<file path="src/rtl/pwm_pkg.sv">
// pwm_pkg: shared PWM widths, phase-generator states and the phase-step helper.
package pwm_pkg;
  localparam int PhaseW = 16;
  localparam int ClkDivWDefault = 27;
  typedef enum logic {PhIdle, PhRun} pwm_ph_state_e;
  function automatic logic [PhaseW-1:0] pwm_phase_step(input logic [3:0] resn);
    return 16'h8000 >> resn;
  endfunction
endpackage

</file>
<file path="src/rtl/pwm_prescaler.sv">
// pwm_prescaler: divides clk_i into one beat every clk_div+1 enabled cycles.
module pwm_prescaler
  import pwm_pkg::*;
#(
  parameter int ClkDivW = ClkDivWDefault
) (
  input  logic               clk_i,
  input  logic               rst_ni,
  input  logic               en,
  input  logic [ClkDivW-1:0] clk_div,
  output logic               beat
);
  logic [ClkDivW-1:0] cnt_q;
  assign beat = en && (cnt_q == clk_div);
  // A divider lowered below the live count just rolls over; no lock-up.
  always_ff @(posedge clk_i or negedge rst_ni)
    if (!rst_ni) cnt_q <= '0;
    else cnt_q <= (!en || beat) ? '0 : cnt_q + 1'b1;
endmodule

</file>
<file path="src/rtl/pwm_phase_gen.sv">
// pwm_phase_gen: shared PWM timebase (phase counter, cycle-end and blink-clear pulses).
// PWM_CFG_SHADOW_EN: latch clk_div/dc_resn only in idle and at period wrap.
module pwm_phase_gen
  import pwm_pkg::*;
#(
  parameter int ClkDivW = ClkDivWDefault
) (
  input  logic               clk_i,
  input  logic               rst_ni,
  input  logic               cntr_en_i,
  input  logic [ClkDivW-1:0] clk_div_i,
  input  logic [3:0]         dc_resn_i,
  input  logic               cfg_upd_i,
  output logic [PhaseW-1:0]  phase_ctr_o,
  output logic               cycle_end_o,
  output logic               clr_blink_cntr_o,
  output logic [3:0]         dc_resn_o
);
  pwm_ph_state_e state_q, state_d;
  logic run, start, beat;
  logic [ClkDivW-1:0] clk_div_eff;
  logic [3:0] dc_resn_eff;
  logic [PhaseW:0] sum;
  always_comb begin
    state_d = cntr_en_i ? PhRun : PhIdle;
    run = (state_q == PhRun) && cntr_en_i;
    start = (state_q == PhIdle) && cntr_en_i;
    sum = {1'b0, phase_ctr_o} + {1'b0, pwm_phase_step(dc_resn_eff)};
  end
  pwm_prescaler #(.ClkDivW(ClkDivW)) u_prescaler (
    .clk_i   (clk_i),
    .rst_ni  (rst_ni),
    .en      (run),
    .clk_div (clk_div_eff),
    .beat    (beat)
  );
  // Leaving RUN clears the phase and swallows a wrap that would land on that edge.
  always_ff @(posedge clk_i or negedge rst_ni)
    if (!rst_ni) begin
      state_q          <= PhIdle;
      phase_ctr_o      <= '0;
      cycle_end_o      <= 1'b0;
      clr_blink_cntr_o <= 1'b0;
    end else begin
      state_q          <= state_d;
      phase_ctr_o      <= !run ? '0 : beat ? sum[PhaseW-1:0] : phase_ctr_o;
      cycle_end_o      <= beat && sum[PhaseW];
      clr_blink_cntr_o <= cfg_upd_i || start;
    end
`ifdef PWM_CFG_SHADOW_EN
  logic [ClkDivW-1:0] clk_div_q;
  logic [3:0] dc_resn_q;
  always_ff @(posedge clk_i or negedge rst_ni)
    if (!rst_ni) begin
      clk_div_q <= '0;
      dc_resn_q <= '0;
    end else if (state_q == PhIdle || (beat && sum[PhaseW])) begin
      clk_div_q <= clk_div_i;
      dc_resn_q <= dc_resn_i;
    end
  assign clk_div_eff = clk_div_q;
  assign dc_resn_eff = dc_resn_q;
`else
  assign clk_div_eff = clk_div_i;
  assign dc_resn_eff = dc_resn_i;
`endif
  assign dc_resn_o = dc_resn_eff;
endmodule

</file>
<file path="config.mk">
export PLATFORM = sky130hd
export DESIGN_NAME = pwm_phase_gen
export DESIGN_NICKNAME = d
export VERILOG_FILES = /design/src/rtl/pwm_pkg.sv /design/src/rtl/pwm_prescaler.sv /design/src/rtl/pwm_phase_gen.sv
export SDC_FILE = /design/constraint.sdc
export NUM_CORES = 1
export LEC_CHECK = 0
export BUFFER_PORTS_ARGS = -buffer_cell sky130_fd_sc_hd__buf_4
export CORE_MARGIN = 2
export CORE_UTILIZATION = 25
export CTS_CLUSTER_DIAMETER = 40
export DETAILED_ROUTE_END_ITERATION = 10
export PLACE_DENSITY = 0.53
export SLEW_MARGIN = 15
export SYNTH_ARGS = -nofsm -noshare
export SYNTH_HDL_FRONTEND = slang
export SYNTH_HIERARCHICAL = 1
export SYNTH_SLANG_ARGS = --single-unit
</file>
<file path="constraint.sdc">
create_clock -name clk_i -period 2.6 [get_ports clk_i]
set_input_delay 0.39 -clock clk_i [delete_from_list [all_inputs] [get_ports clk_i]]
set_output_delay 0.39 -clock clk_i [all_outputs]
set_load 0.03 [all_outputs]
</file>
**After elaboration in Yosys (flattened, before gate mapping)**

Cells that the tools add are included.
Widths: inputs -> output; s select.

- Add/sub/neg operators: 2
- Bitwise operators: 1
- Shift-type cells: 1
- Divide/modulo/power cells: 0
- Reduce and logical (&&, ||, !) cells: 7
- $lt $le $gt $ge: 0
- Multipliers: 0
- Muxes and demuxes: 4
- Equality and inequality tests: 2

Operator list:

| cell | number |
|---|---|
| $mux 16 | 2 |
| $add 27x1->27 const B | 1 |
| $eq 27x27->1 | 1 |
| $mux 27 | 1 |
| $add 16x16->17 | 1 |
| $shr 16x4->16 const A | 1 |
| $logic_and 1x1->1 | 4 |
| $logic_or 1x1->1 | 2 |
| $ne 2x1->1 const B | 1 |
| $logic_not 1->1 | 1 |
| $mux 1 | 1 |
| $not 1->1 | 1 |

- Memories kept: 0
- Bits in registers: 46
- Latch bits: 0
- ROM bits: 0
- Word-level logic and storage cells: 22
- Output and inout port bits: 22
- RAM bits: 0
- Input bits: 35

**Depth between registers and ports, before layout**

- Depth in word-level cells: 4
- Mapped depth: 11
- Depth with buffers taken out: 11

**Modules after synthesis**

The synthesis kept the hierarchy.

Modules (own cells, without submodules):

| module | times used | cells an instance | area an instance (µm²) | sequential area each (µm²) |
|---|---|---|---|---|
| pwm_prescaler | 1 | 183 | 1843.0 | 675.6 |
| pwm_phase_gen | 1 | 192 | 1655.3 | 475.5 |

**Worst setup path after synthesis**

Ideal clock, no wire load.

- Path type: flip-flop to flip-flop
- Start: register u_prescaler.cnt_q[7]
- End: register phase_ctr_o[0]
- Clock period less this slack: 2.545 ns
- Data arrival time: 2.416 ns
- Stages on the path, launching flop included: 11
- Buffers on the path: 4
- Data required time: 2.471 ns
- Path slack: 0.055 ns
- Setup time: 0.129 ns
- Path through: dfrtp_1 > buf_2 > xnor2_1 > nand4_1 > nor4_4 > buf_2 > and3_1 > buf_4 > clkbuf_1 > mux2i_1 > nor2_1

- Longest elaborated chain between the ends: 3

RTL lines:

| what | line | RTL |
|---|---|---|
| start, declared | pwm_prescaler.sv:13 | `logic [ClkDivW-1:0] cnt_q;` |
| start signal, assigned | pwm_prescaler.sv:18 | `else cnt_q <= (!en \|\| beat) ? '0 : cnt_q + 1'b1;` |
| $eq 27x27->1 | pwm_prescaler.sv:14 | `assign beat = en && (cnt_q == clk_div);` |
| $logic_and 1x1->1 | pwm_prescaler.sv:14 |  |
| named net beat | pwm_phase_gen.sv:20 | `logic run, start, beat;` |
| $ne 2x1->1 (no source line) | - |  |
| end signal, assigned | pwm_phase_gen.sv:46 | `phase_ctr_o <= !run ? '0 : beat ? sum[PhaseW-1:0] : phase_ctr_o;` |
| end, declared | pwm_phase_gen.sv:14 | `output logic [PhaseW-1:0] phase_ctr_o,` |

The timed path passes the listed nets, and every way through them passes these cells.
A chain may end at the register's enable or synchronous reset.

**Worst setup path after layout**

- Start: input port dc_resn_i[0]
- End: register phase_ctr_o[14]

- Longest elaborated chain between the ends: 4

RTL lines:

| what | line | RTL |
|---|---|---|
| start, declared | pwm_phase_gen.sv:12 | `input logic [3:0] dc_resn_i,` |
| $shr 16x4->16 | pwm_pkg.sv:7 | `return 16'h8000 >> resn;` |
| $add 16x16->17 | pwm_phase_gen.sv:28 | `sum = {1'b0, phase_ctr_o} + {1'b0, pwm_phase_step(dc_resn_eff)};` |
| $mux 16 (2 in series) | pwm_phase_gen.sv:46 |  |

No other way between the ends. The select of a mux whose other input is x is not followed.

==> flow_summary.html <==
<table>
<tr><th>Metric</th><th>Value</th></tr>
<tr><th colspan="2">Clock network</th></tr>
<tr><td>Clock transition at the registers of the reported paths</td><td>70 ps</td></tr>
<tr><td>Cts bufs inserted</td><td>5</td></tr>
<tr><td>Resized Gates After CTS</td><td>0</td></tr>
<tr><td>Number of buffers inserted by post-CTS setup repair</td><td>0</td></tr>
<tr><td>CTS tree</td><td>yes</td></tr>
<tr><td>Clk root buf</td><td>sky130_fd_sc_hd__clkbuf_16</td></tr>
<tr><td># hold bufs at CTS</td><td>0</td></tr>
<tr><td>Clk sinks</td><td>46</td></tr>
<tr><td>Maximum root-to-sink buffer count</td><td>2</td></tr>
<tr><td>Clock network latency to the later pin of the worst-skew pair</td><td>approximately 290 ps</td></tr>
<tr><td>Maximum level of the CTS H-tree</td><td>2</td></tr>
<tr><th colspan="2">Setup path</th></tr>
<tr><td>Nature of the critical path endpoint</td><td>flop</td></tr>
<tr><td>Cell with the biggest individual delay on the critical path</td><td>sky130_fd_sc_hd__fa_1</td></tr>
<tr><td>Max FO, Critical Path</td><td>4</td></tr>
<tr><td>WS Path Type</td><td>in -&gt; reg</td></tr>
<tr><td>Combined buffer and inverter count along the critical path</td><td>1</td></tr>
<tr><td>Signal arrival time at the worst endpoint</td><td>2590 ps</td></tr>
<tr><td>Critical Path, Cell by Cell</td><td>buf_4, nand2b_1, or2_2, fa_1, nand2b_1, a21oi_1, o211ai_1, a21oi_1, mux2_1, o22ai_1</td></tr>
<tr><td>Endpoint required time on the critical path</td><td>2820 ps</td></tr>
<tr><td>Category of the worst setup path launch point</td><td>input pin</td></tr>
<tr><td>Top delay family on crit path</td><td>compound AO/OA/AOI/OAI gates</td></tr>
<tr><td>Max stage delay on crit path</td><td>410 ps</td></tr>
<tr><th colspan="2">Timing</th></tr>
<tr><td>Number of slew-limit violations in the final report</td><td>0</td></tr>
<tr><td>Max Clk Rate</td><td>~0.42 GHz</td></tr>
<tr><td>Max Clock Skew</td><td>6.66 ps</td></tr>
<tr><td>Final count of hold timing violations</td><td>0</td></tr>
<tr><td>Fin Setup TNS</td><td>0 ps</td></tr>
<tr><td>Hold WS</td><td>106 ps</td></tr>
<tr><td>Period utilisation layout</td><td>91.4%</td></tr>
<tr><td>Final setup violation count</td><td>0</td></tr>
<tr><td>Unrepaired setup endpoints after global routing</td><td>no</td></tr>
<tr><td>Normalized max-slew margin</td><td>between 50% and 60%</td></tr>
<tr><td>Fin crit period</td><td>between 2000 and 2500 ps</td></tr>
<tr><td>Slew at the pin closest to its max-slew limit</td><td>636 ps</td></tr>
<tr><th colspan="2">Cells and area</th></tr>
<tr><td>Count of fill cells added during filler insertion</td><td>1,463</td></tr>
<tr><td>Sequential cell area</td><td>between 0.001 and 0.0015 mm2</td></tr>
<tr><td>Area taken by multi-input logic gates</td><td>0.00218 mm2</td></tr>
<tr><td>Final-stage net count</td><td>491</td></tr>
<tr><td>Number of diodes</td><td>0</td></tr>
<tr><td>Proportion of layout cells with a drive suffix above 1</td><td>~24%</td></tr>
<tr><td>Area growth from synthesis to layout</td><td>23.8%</td></tr>
<tr><th colspan="2">Run</th></tr>
<tr><td>Max-cap violations</td><td>0</td></tr>
<tr><th colspan="2">Drt</th></tr>
<tr><td>Initial DRC count</td><td>166</td></tr>
<tr><td>Per-cell via count in the routed design</td><td>4.98</td></tr>
<tr><td>Vias after detailed routing</td><td>approximately 3,100</td></tr>
<tr><td>Number of detailed-routing iterations run before antenna repair</td><td>4</td></tr>
<tr><td>Routed wirelength normalized by instance count</td><td>15.3 um</td></tr>
<tr><td>Wirelength, routed</td><td>9470 um</td></tr>
<tr><td>Antenna Violating Nets Remaining</td><td>0</td></tr>
<tr><td>Number of DRC violations after detailed routing</td><td>0</td></tr>
<tr><th colspan="2">Floorplan</th></tr>
<tr><td>I/O Pins</td><td>57</td></tr>
<tr><td>Row cnt</td><td>43</td></tr>
<tr><td>Overall die height</td><td>122 um</td></tr>
<tr><td>Die ar.</td><td>0.0150 mm2</td></tr>
<tr><td>Width of the die</td><td>between 100 and 150 um</td></tr>
<tr><td>Placeable core region</td><td>0.0138 mm2</td></tr>
<tr><td>Effective utilization at floorplan</td><td>25.4%</td></tr>
<tr><th colspan="2">Global routing</th></tr>
<tr><td>Gr ovfl total</td><td>0</td></tr>
<tr><td>Antenna violations before repair</td><td>0</td></tr>
<tr><td>Largest net degree at the start of global routing</td><td>47</td></tr>
<tr><td>Global-route wire length before repair</td><td>15,700 um</td></tr>
<tr><td>Via count of the first global-routing pass</td><td>3,101</td></tr>
<tr><td>Total global routing track utilization</td><td>13.2%</td></tr>
<tr><th colspan="2">Placed design</th></tr>
<tr><td>Placer Congestion</td><td>0.830</td></tr>
<tr><td>Post-detail-place hpwl</td><td>roughly 7000 um</td></tr>
<tr><td>Total of buffers placed on input and output ports</td><td>56</td></tr>
<tr><th colspan="2">Synthesis</th></tr>
<tr><td>Synth top area share</td><td>about a third</td></tr>
<tr><td>Synthesis warning total</td><td>6</td></tr>
<tr><td>Avg Inst Size Synth</td><td>9.33 um2</td></tr>
<tr><td>Mapped Area</td><td>roughly 0.0035 mm2</td></tr>
<tr><td>Post-synthesis sequential area ratio</td><td>roughly 33%</td></tr>
<tr><td>Number of different library cells in the post-synthesis netlist</td><td>58</td></tr>
<tr><td>Number of synthesized register bits</td><td>46</td></tr>
<tr><td>Most common library cells after synthesis</td><td>sky130_fd_sc_hd__dfrtp_1, sky130_fd_sc_hd__xnor2_1, sky130_fd_sc_hd__nor2_1</td></tr>
<tr><td>Syn_nets</td><td>approximately 430</td></tr>
<tr><td>Leading cell types by total area after synthesis</td><td>sky130_fd_sc_hd__dfrtp_1, sky130_fd_sc_hd__xnor2_1, sky130_fd_sc_hd__ha_1</td></tr>
<tr><td>Number of flops mapped to enable cells by yosys</td><td>0</td></tr>
<tr><td>Share of flip-flops with an asynchronous set or reset</td><td>100%</td></tr>
<tr><td>Dominant cell by count in the synthesized netlist</td><td>sky130_fd_sc_hd__dfrtp_1</td></tr>
<tr><td>Gate count of the mapped netlist</td><td>375</td></tr>
<tr><td>Cell type with the highest aggregate area in the netlist</td><td>sky130_fd_sc_hd__dfrtp_1</td></tr>
<tr><td>Most used flip-flop cell after synthesis</td><td>sky130_fd_sc_hd__dfrtp_1</td></tr>
<tr><th colspan="2">Hold path</th></tr>
<tr><td>Class of the worst hold path</td><td>in -&gt; async</td></tr>
<tr><th colspan="2">Pwr</th></tr>
<tr><td>Largest voltage drop on the vdd net</td><td>about 0.21 mV</td></tr>
<tr><td>Static leakage</td><td>roughly 1.7 nW</td></tr>
<tr><td>Power density relative to cell area</td><td>between 300 and 400 mW/mm2</td></tr>
<tr><th colspan="2">Status</th></tr>
<tr><td>Outcome</td><td>finished clean</td></tr>
</table>
==> path summary, 6_finish.rpt <==
path / start / endpoint / slack (ps) / depth (start not counted)
max: dc_resn_i[0] / phase_ctr_o[14] / 220 / 10
max reg2reg: phase_ctr_o[0] / phase_ctr_o[14] / 300 / 9
min in group clk_i: cntr_en_i / state_q / 220 / 1
min: rst_ni / clr_blink_cntr_o / 110 / 1
max in group asynchronous: rst_ni / u_prescaler/cnt_q[15] / 2060 / 1
min reg2reg: phase_ctr_o[8] / phase_ctr_o[8] / 530 / 2
==> layout by cell type, fill, tap and decap left out, drive strengths merged, types with 4 or more instances in the layout <==
| cell | Yosys | routed |
|---|---|---|
| o211ai | 5 | 5 |
| a21o | 4 | 4 |
| xor2 | 8 | 8 |
| a21oi | 18 | 18 |
| or3 | 6 | 6 |
| nor3 | 12 | 12 |
| dfrtp | 46 | 46 |
| o21ai | 17 | 17 |
| and4 | 4 | 4 |
| and3 | 5 | 5 |
| nand2b | 6 | 6 |
| a211oi | 20 | 20 |
| a221oi | 11 | 11 |
| ha | 17 | 17 |
| inv | 9 | 9 |
| nor4 | 4 | 4 |
| mux2i | 7 | 7 |
| nand2 | 25 | 25 |
| buf | 14 | 75 |
| xnor2 | 44 | 44 |
| nand4 | 15 | 15 |
| nor2 | 25 | 25 |
| nand3 | 15 | 15 |
| clkbuf | 4 | 5 |
| or4 | 5 | 5 |
| o31ai | 5 | 5 |
==> power breakdown <==
group | switching (W) | internal [W]
clock | 0.000298 | 0.000454
combinational | 0.0000876 | 0.0000771
sequential | 0.00000410 | 0.000718
==> area by class of cell <==
class | count | share of cell area [%]
Multi-Input combinational cell | 300 | 50.4
Sequential cell | 46 | 26.6
Timing Repair Buffer | 75 | 13.0
Tap cell | 180 | 5.20
Clock buffer | 5 | 2.89
Clock inverter | 3 | 1.04
Inverter | 10 | 0.867
==> worst reg2reg max path, cell delays in order, from the launching register on <==
cell and delay [ps]:
sky130_fd_sc_hd__dfrtp_1 400, sky130_fd_sc_hd__ha_1 180, sky130_fd_sc_hd__inv_1 50, sky130_fd_sc_hd__fa_1 370, sky130_fd_sc_hd__nand2b_1 180, sky130_fd_sc_hd__a21oi_1 220, sky130_fd_sc_hd__o211ai_1 140, sky130_fd_sc_hd__a21oi_1 180
sky130_fd_sc_hd__mux2_1 330, sky130_fd_sc_hd__o22ai_1 150
==> through the flow <==
step           std cells  setup slack [ps]  total power, W  util (%)  cell area, um2
2_1_floorplan        375              55.0        0.000812         -            3500
3_3_place_gp         611             -32.9        0.000902      30.2            4160
3_5_place_dp         611             -65.6        0.000904      30.2            4160
4_1_cts              619               232         0.00167      31.4            4330
5_1_grt              619              35.1         0.00171      31.4            4330
6_report             619               223         0.00164      31.4            4330
==> sequential cells by signal (all words and copies together), names as in the netlist <==
| signal | count |
|---|---|
| state_q | 1 |
| clr_blink_cntr_o | 1 |
| phase_ctr_o | 16 |
| u_prescaler/cnt_q | 27 |
| cycle_end_o | 1 |
==> kinds of logic after synthesis <==
group                    Yosys count  share of synthesized area (%)
flip-flops                        46                           32.9
XOR/XNOR                          52                           13.0
AND/OR/NAND/NOR                  132                           21.6
AO/OA/AOI/OAI                     90                           18.8
buffers and inverters             29                           4.68
adder cells (fa/ha/maj)           18                           6.65
multiplexers                       8                           2.32
==> routing by layer <==
metal / global-route usage, % / vias to the layer above / part of all wire [%]
met5: 0 / - / 0
met4: 3.45 / 0 / 1.4
li1: - / 1521 / -
met3: 2.51 / 12 / 4.4
met1: 18.4 / 1474 / 50
met2: 20.9 / 78 / 44
Note: power is estimated with default switching activity, not from simulation.
